<file path="config.mk">
export PLATFORM = sky130hd
export DESIGN_NAME = mac_feed_sequencer
export DESIGN_NICKNAME = d
export VERILOG_FILES = /design/src/rtl/mac_pkg.sv /design/src/rtl/mac_loop_counter.sv /design/src/rtl/mac_feed_sequencer.sv
export SDC_FILE = /design/constraint.sdc
export NUM_CORES = 1
export LEC_CHECK = 0
export CAP_MARGIN = 20
export CORE_MARGIN = 4
export CORE_UTILIZATION = 30
export CTS_CLUSTER_DIAMETER = 60
export DETAILED_ROUTE_END_ITERATION = 12
export MAX_ROUTING_LAYER = met4
export SYNTH_ARGS = -nofsm -noshare
export SYNTH_HDL_FRONTEND = slang
export SYNTH_SLANG_ARGS = --single-unit
export TNS_END_PERCENT = 5
</file>
<file path="constraint.sdc">
create_clock -name i_clk -period 8.3 [get_ports i_clk]
set_input_delay 1.66 -clock i_clk [delete_from_list [all_inputs] [get_ports i_clk]]
set_output_delay 1.66 -clock i_clk [all_outputs]
set_load 0.005 [all_outputs]
</file>
<file path="src/rtl/mac_pkg.sv">
// rtl/mac_pkg.sv - shared FSM state type and timing constants for the MAC feed sequencer
package mac_pkg;

  // Sequencer phases; one feed/drain/capture/clear pass per output group
  typedef enum logic [2:0] {
    IDLE    = 3'd0,
    FEED    = 3'd1,
    DRAIN   = 3'd2,
    CAPTURE = 3'd3,
    CLEAR   = 3'd4,
    DONE    = 3'd5
  } seq_state_t;

  // Drain cycles beyond the adder-tree depth: read latency, operand register, accumulate
  localparam int DRAIN_EXTRA = 3;

  // Number of ACCU-wide chunks needed to cover an inner length (ceiling division)
  function automatic logic [31:0] chunk_count(input logic [31:0] inner, input int log2);
    logic [32:0] w_sum;
    w_sum = {1'b0, inner} + 33'((1 << log2) - 1);
    return 32'(w_sum >> log2);
  endfunction

endpackage

</file>
<file path="src/rtl/mac_loop_counter.sv">
// rtl/mac_loop_counter.sv - nested chunk / row-group / column counters with last flags
module mac_loop_counter #(
  parameter int MAC_NUM = 1,
  parameter int DIM_W   = 16
) (
  input  logic             i_clk,
  input  logic             i_reset,
  input  logic             i_load,
  input  logic             i_step_chunk,
  input  logic             i_step_group,
  input  logic [DIM_W-1:0] i_chunks,
  input  logic [DIM_W-1:0] i_rows,
  input  logic [DIM_W-1:0] i_cols,
  output logic [DIM_W-1:0] o_chunk,
  output logic [DIM_W-1:0] o_row,
  output logic [DIM_W-1:0] o_col,
  output logic             o_last_chunk,
  output logic             o_last_row,
  output logic             o_last_col
);

  logic [DIM_W-1:0] r_chunk;
  logic [DIM_W-1:0] r_row;
  logic [DIM_W-1:0] r_col;
  logic [DIM_W:0]   w_row_next;

  // One extra bit so a row group near the top of the address range cannot wrap
  assign w_row_next   = {1'b0, r_row} + (DIM_W+1)'(MAC_NUM);

  assign o_last_chunk = (r_chunk == i_chunks - 1'b1);
  assign o_last_row   = (w_row_next >= {1'b0, i_rows});
  assign o_last_col   = (r_col == i_cols - 1'b1);

  assign o_chunk = r_chunk;
  assign o_row   = r_row;
  assign o_col   = r_col;

  // Chunk wraps every group; row group wraps into the next column
  always_ff @(posedge i_clk) begin
    if (i_reset || i_load) begin
      r_chunk <= '0;
      r_row   <= '0;
      r_col   <= '0;
    end else begin
      if (i_step_chunk) begin
        r_chunk <= o_last_chunk ? '0 : r_chunk + 1'b1;
      end
      if (i_step_group) begin
        if (o_last_row) begin
          r_row <= '0;
          r_col <= r_col + 1'b1;
        end else begin
          r_row <= w_row_next[DIM_W-1:0];
        end
      end
    end
  end

endmodule

</file>
<file path="src/rtl/mac_feed_sequencer.sv">
// rtl/mac_feed_sequencer.sv - sequences activation/weight reads into the MAC array and writes results back
module mac_feed_sequencer #(
  parameter int MAC_NUM       = 1,
  parameter int ACCU_NUM_LOG2 = 1,
  parameter int BW_ACT        = 8,
  parameter int BW_WET        = 8,
  parameter int DIM_W         = 16
) (
  input  logic                                          i_clk,
  input  logic                                          i_reset,
  input  logic                                          i_start,
  input  logic [DIM_W-1:0]                              i_cfg_rows,
  input  logic [DIM_W-1:0]                              i_cfg_inner,
  input  logic [DIM_W-1:0]                              i_cfg_cols,
  input  logic [7:0]                                    i_cfg_shift,
  output logic                                          o_busy,
  output logic                                          o_done,
  output logic                                          o_act_rd_en,
  output logic [DIM_W-1:0]                              o_act_rd_row,
  output logic [DIM_W-1:0]                              o_act_rd_chunk,
  input  logic [MAC_NUM*(1<<ACCU_NUM_LOG2)*BW_ACT-1:0]  i_act_rd_data,
  output logic                                          o_wet_rd_en,
  output logic [DIM_W-1:0]                              o_wet_rd_chunk,
  output logic [DIM_W-1:0]                              o_wet_rd_col,
  input  logic [(1<<ACCU_NUM_LOG2)*BW_WET-1:0]          i_wet_rd_data,
  output logic                                          o_pe_mac_enable,
  output logic                                          o_pe_clear_acc,
  output logic [MAC_NUM*(1<<ACCU_NUM_LOG2)*BW_ACT-1:0]  o_pe_act_out,
  output logic [(1<<ACCU_NUM_LOG2)*BW_WET-1:0]          o_pe_wet_out,
  output logic [7:0]                                    o_pe_res_shift_num,
  input  logic [MAC_NUM*BW_ACT-1:0]                     i_pe_result_in,
  output logic                                          o_oa_wr_en,
  output logic [DIM_W-1:0]                              o_oa_wr_row,
  output logic [DIM_W-1:0]                              o_oa_wr_col,
  output logic [MAC_NUM*BW_ACT-1:0]                     o_oa_wr_data,
  output logic [MAC_NUM-1:0]                            o_oa_wr_mask
);

  import mac_pkg::*;

  localparam int ACCU_NUM  = 1 << ACCU_NUM_LOG2;
  localparam int ACT_W     = MAC_NUM * ACCU_NUM * BW_ACT;
  localparam int WET_W     = ACCU_NUM * BW_WET;
  localparam int DRAIN_LEN = ACCU_NUM_LOG2 + DRAIN_EXTRA;

  seq_state_t       r_state;
  seq_state_t       w_next_state;

  logic [DIM_W-1:0] r_rows;
  logic [DIM_W-1:0] r_cols;
  logic [DIM_W-1:0] r_chunks;
  logic [DIM_W-1:0] r_rem;
  logic [7:0]       r_shift;
  logic [7:0]       r_drain_cnt;

  logic             r_rd_d1;
  logic             r_last_d1;
  logic [ACT_W-1:0] r_act_out;
  logic [WET_W-1:0] r_wet_out;

  logic             w_load;
  logic             w_step_chunk;
  logic             w_step_group;
  logic             w_cfg_zero;
  logic [DIM_W-1:0] w_chunks;
  logic [DIM_W-1:0] w_rem;
  logic [DIM_W-1:0] w_chunk;
  logic [DIM_W-1:0] w_row;
  logic [DIM_W-1:0] w_col;
  logic             w_last_chunk;
  logic             w_last_row;
  logic             w_last_col;
  logic [ACCU_NUM-1:0] w_lane_keep;
  logic [ACT_W-1:0] w_act_pad;
  logic [WET_W-1:0] w_wet_pad;
  logic [MAC_NUM-1:0] w_mask;
  logic             w_feeding;
  logic             w_capture;

  assign w_cfg_zero = (i_cfg_rows == '0) || (i_cfg_inner == '0) || (i_cfg_cols == '0);
  assign w_chunks   = DIM_W'(chunk_count(32'(i_cfg_inner), ACCU_NUM_LOG2));
  assign w_rem      = i_cfg_inner & DIM_W'(ACCU_NUM - 1);
  assign w_feeding  = (r_state == FEED);
  assign w_capture  = (r_state == CAPTURE);

  mac_loop_counter #(
    .MAC_NUM (MAC_NUM),
    .DIM_W   (DIM_W)
  ) u_loop (
    .i_clk        (i_clk),
    .i_reset      (i_reset),
    .i_load       (w_load),
    .i_step_chunk (w_step_chunk),
    .i_step_group (w_step_group),
    .i_chunks     (r_chunks),
    .i_rows       (r_rows),
    .i_cols       (r_cols),
    .o_chunk      (w_chunk),
    .o_row        (w_row),
    .o_col        (w_col),
    .o_last_chunk (w_last_chunk),
    .o_last_row   (w_last_row),
    .o_last_col   (w_last_col)
  );

  // State register
  always_ff @(posedge i_clk) begin
    if (i_reset) begin
      r_state <= IDLE;
    end else begin
      r_state <= w_next_state;
    end
  end

  // Next-state and counter control; a zero-sized job completes without touching memory
  always_comb begin
    w_next_state = r_state;
    w_load       = 1'b0;
    w_step_chunk = 1'b0;
    w_step_group = 1'b0;
    case (r_state)
      IDLE: begin
        if (i_start) begin
          w_load       = 1'b1;
          w_next_state = w_cfg_zero ? DONE : FEED;
        end
      end
      FEED: begin
        w_step_chunk = 1'b1;
        if (w_last_chunk) begin
          w_next_state = DRAIN;
        end
      end
      DRAIN: begin
        if (r_drain_cnt == 8'(DRAIN_LEN - 1)) begin
          w_next_state = CAPTURE;
        end
      end
      CAPTURE: begin
        w_next_state = CLEAR;
      end
      CLEAR: begin
        w_step_group = 1'b1;
        w_next_state = (w_last_row && w_last_col) ? DONE : FEED;
      end
      DONE: begin
        w_next_state = IDLE;
      end
      default: begin
        w_next_state = IDLE;
      end
    endcase
  end

  // Job configuration is captured only when a start is accepted, so later cfg edits are inert
  always_ff @(posedge i_clk) begin
    if (i_reset) begin
      r_rows   <= '0;
      r_cols   <= '0;
      r_chunks <= '0;
      r_rem    <= '0;
      r_shift  <= '0;
    end else if (w_load) begin
      r_rows   <= i_cfg_rows;
      r_cols   <= i_cfg_cols;
      r_chunks <= w_chunks;
      r_rem    <= w_rem;
      r_shift  <= i_cfg_shift;
    end
  end

  // Counts drain cycles; idles at zero outside DRAIN
  always_ff @(posedge i_clk) begin
    if (i_reset) begin
      r_drain_cnt <= '0;
    end else if (r_state == DRAIN) begin
      r_drain_cnt <= r_drain_cnt + 1'b1;
    end else begin
      r_drain_cnt <= '0;
    end
  end

  // Lanes past the inner length in the final chunk must contribute nothing
  always_comb begin
    w_lane_keep = '1;
    for (int l = 0; l < ACCU_NUM; l++) begin
      if (r_last_d1 && (r_rem != '0) && (DIM_W'(l) >= r_rem)) begin
        w_lane_keep[l] = 1'b0;
      end
    end
  end

  // Zero the padded lanes of both operands as the read data arrives
  always_comb begin
    w_act_pad = '0;
    w_wet_pad = '0;
    for (int l = 0; l < ACCU_NUM; l++) begin
      if (w_lane_keep[l]) begin
        w_wet_pad[l*BW_WET +: BW_WET] = i_wet_rd_data[l*BW_WET +: BW_WET];
        for (int n = 0; n < MAC_NUM; n++) begin
          w_act_pad[(n*ACCU_NUM+l)*BW_ACT +: BW_ACT] = i_act_rd_data[(n*ACCU_NUM+l)*BW_ACT +: BW_ACT];
        end
      end
    end
  end

  // Operand pipeline: track which cycle carries valid read data, register it toward the PEs
  always_ff @(posedge i_clk) begin
    if (i_reset) begin
      r_rd_d1   <= 1'b0;
      r_last_d1 <= 1'b0;
      r_act_out <= '0;
      r_wet_out <= '0;
    end else begin
      r_rd_d1   <= w_feeding;
      r_last_d1 <= w_feeding && w_last_chunk;
      r_act_out <= r_rd_d1 ? w_act_pad : '0;
      r_wet_out <= r_rd_d1 ? w_wet_pad : '0;
    end
  end

  // Row n of the group is written only if it lies inside the output matrix
  always_comb begin
    w_mask = '0;
    for (int n = 0; n < MAC_NUM; n++) begin
      w_mask[n] = w_capture && (({1'b0, w_row} + (DIM_W+1)'(n)) < {1'b0, r_rows});
    end
  end

  assign o_busy             = (r_state != IDLE);
  assign o_done             = (r_state == DONE);
  assign o_pe_mac_enable    = o_busy;
  assign o_pe_clear_acc     = !(w_feeding || (r_state == DRAIN) || w_capture);
  assign o_pe_res_shift_num = r_shift;
  assign o_pe_act_out       = r_act_out;
  assign o_pe_wet_out       = r_wet_out;

  assign o_act_rd_en    = w_feeding;
  assign o_act_rd_row   = w_row;
  assign o_act_rd_chunk = w_chunk;
  assign o_wet_rd_en    = w_feeding;
  assign o_wet_rd_chunk = w_chunk;
  assign o_wet_rd_col   = w_col;

  assign o_oa_wr_en   = w_capture;
  assign o_oa_wr_row  = w_row;
  assign o_oa_wr_col  = w_col;
  assign o_oa_wr_data = w_capture ? i_pe_result_in : '0;
  assign o_oa_wr_mask = w_mask;

endmodule

</file>
==> impl_results.md <==
- Num CTS Buffers: 17
- WHS Endpoint: o_pe_res_shift_num[5]
- Outcome: complete, no violations
- Hold path start: o_pe_res_shift_num[5]
- First-pass GRT wire length: 39500 um
- Final net count: 1285
- PortBufs: 250
- Area Overhead vs Synth: 37.4%
- Clk sinks: 150
- DRC viols: 0
- Starting Density: 0.305
- Total Die Area: 30200 sq um
- Final TNS setup: 0 ns
- Final WL: between 20000 and 25000 um
- Avg Inst Size Synth: roughly 8.6 sq um
- Worst Path Required: 6.64 ns
- Worst Path Max Fanout: 7
- Worst Hold Path Cells: 1
- Syn Nets: about 1100
- Leading register cell type out of synthesis: dfxtp_1
- All-layer global routing usage: 0.165
- CTS tree: built
- Critical path arrival: 2.87 ns
- CP Launch Type: register
- Ys Warns: 0
- Core box area: 27000 sq um
- Setup Skew: 0.0166 ns
- Top-count cell post-synth: dfxtp_1
- Final core occ: 0.419
- Cell area power density: 160 nW/um^2
- Worst reg2reg path startpoint: u_loop.o_row[2]
- Placer congestion estimate: 0.848
- Total gr overflow: 0
- Vias in the first global route: 7286
- Layout cells sized above 1: 0.0552
- Routed vias: ~7400
- CTS clk-pin slew, worst paths: 0.07 ns
- Synth top area cells: dfxtp_1 (36%), ha_1 (6.1%), xnor2_1 (6.1%)
- Setup Buffers After CTS: 0
- Max-Cap Viols: 0
- Die height: 174 um
- RSZ-0062 raised after global routing: false
- Relative slew slack: 0.361
- Number of synthesized flops with an enable pin: 0
- Mapped Area: just over 8000 sq um
- Asr flop ratio synth: 0
- Post-CTS sizing: 0
- I/O Pins: 251
- Yosys reg bits: 150
- Max Fclk: 221 MHz
- DP HPWL: roughly 18000 um
- Ant diodes: 0
- Die W: about 170 um
- Leak: approximately 4.2 nW
- Syn Inst Count: 964
- Largest net degree at the start of global routing: 50
- Reg2reg end: u_loop.o_row[2]
- Via-to-Cell Ratio: 4.91
- CTS Buffer Depth: 2
- R2R cell count: 12
- Setup crit end kind: output port
- Slew @ Worst Pin: 0.957 ns
- Seq/Total Area, Yosys: 0.364
- Post-Layout Cell Count: 1500
- Routed wire length per instance: about 16 um
- Type of the worst setup path: register to output port
- Yosys cell types: 68
- Placed Area: 10700 sq um
- Initial DRC count: between 300 and 400
- Final setup viols: 0
- Final Max Tran Viols: 0
- Fin crit period: 4.53 ns
- Hold slack: 0.478 ns
- Design Area, Final: 11300 sq um
- CTS H-tree depth: 4
- Post-synth top cells: dfxtp_1 (150), nand2_1 (74), nor2_1 (71)
- HP Class: register to register
- Post-synth top area cell: dfxtp_1
- Tcrit/Tclk final: 0.546
- Clk_lat worst skew: 0.43 ns
- First drt pass iteration count: 4
- FP Rows: 60
- Share of Yosys cell area claimed by the top area cell type: 0.364
- Placed insts: 1467
- Hold Vio Cnt, Final: 0
- # hold bufs at CTS: 0
- Worst vdd ir: 0.0967 mV
- Root buf cell: clkbuf_16
- Initial antenna violation count: 0
- ANT nets after route: 0
- R2r setup slk: 4.00 ns
[stage by stage]
step | worst slack [ns] | total power, mW
2_1_floorplan | 4.86 | 0.926
3_3_place_gp | 3.92 | 1.03
3_5_place_dp | 3.90 | 1.03
4_1_cts | 3.73 | 1.85
5_1_grt | 3.61 | 1.90
6_report | 3.77 | 1.82
[cell type report]
cell class,instances,area (sq um)
inverters,37,139
clock inverters,15,181
flip-flops and latches,150,3000
clock buffers,17,425
repair buffers,256,2570
well taps,341,427
multi-input cells,684,4580
fillers,2696,15700
[how the worst max path moves through the flow]
stage,start,end,slack [ns],depth (start not counted)
6_report,u_loop.o_row[1],o_oa_wr_mask,3.77,9
3_3_place_gp,i_pe_result_in[1],o_oa_wr_data[1],3.92,3
3_5_place_dp,i_pe_result_in[3],o_oa_wr_data[3],3.90,3
4_1_cts,u_loop.o_row[1],o_oa_wr_mask,3.73,9
2_1_floorplan,i_pe_result_in[0],o_oa_wr_data[0],4.86,1
5_1_grt,u_loop.o_row[1],o_oa_wr_mask,3.61,9
[metal layers]
| metal | GRT usage | up-vias | part of all wire |
|---|---|---|---|
| met5 | - | - | 0 |
| met4 | 0.0379 | 0 | 0.012 |
| li1 | - | 3707 | - |
| met2 | 0.269 | 204 | 0.47 |
| met3 | 0.0340 | 22 | 0.045 |
| met1 | 0.210 | 3439 | 0.47 |
[power breakdown]
part	internal, mW	total [mW]	switching (mW)
Combinational	0.135	0.259	0.124
Sequential	0.741	0.762	0.0206
Clock	0.433	0.797	0.365
Total	1.31	1.82	0.509
[registers in the layout, summed over array words and instances (netlist names), 16 cells and up]
name and count:
o_pe_wet_out 16, u_loop.o_row 16, u_loop.o_col 16, u_loop.o_chunk 16, o_pe_act_out 16, r_rows 16, r_cols 16, r_chunks 16
[worst max-delay path, stage by stage, from the launching register on]
cell and delay [ns]:
dfxtp_1 0.48, ha_1 0.28, nor2b_1 0.12, o21ai_0 0.19, nand2b_1 0.08, a211oi_1 0.27
o21a_1 0.18, o21ai_0 0.13, a21oi_1 0.20, clkdlybuf4s50_1 0.53
[cell usage in the layout (no fill, tap or decap), types with 6 or more instances in the layout]
cell             synthesis  layout
nor4_1                  14      14
nor2_1                  71      70
clkdlybuf4s50_1          0     250
nor3_1                  33      33
and2_1                  45      45
nand3b_1                13      13
o21ai_0                 49      49
inv_1                   37      37
nand2_1                 74      74
nand4_1                 18      18
clkbuf_16                0      17
and4_1                   7       7
dfxtp_1                150     150
xor2_1                  42      42
nand3_1                 40      40
ha_1                    40      40
o31ai_1                  6       6
xnor2_1                 57      57
and3_1                  17      17
a22o_1                  34      34
a21oi_1                 30      29
or3_1                    7       7
[cell families after synthesis]
| group | Yosys count | share of synthesized area |
|---|---|---|
| adders and majority gates | 40 | 0.0607 |
| and+or+nand+nor | 374 | 0.243 |
| DFF | 150 | 0.364 |
| muxes | 3 | 0.00425 |
| buffers and inverters | 130 | 0.0824 |
| AOI/OAI and AO/OA | 168 | 0.140 |
| xor gates and xnor gates | 99 | 0.105 |
No activity file was read; power rests on OpenSTA's default activity.
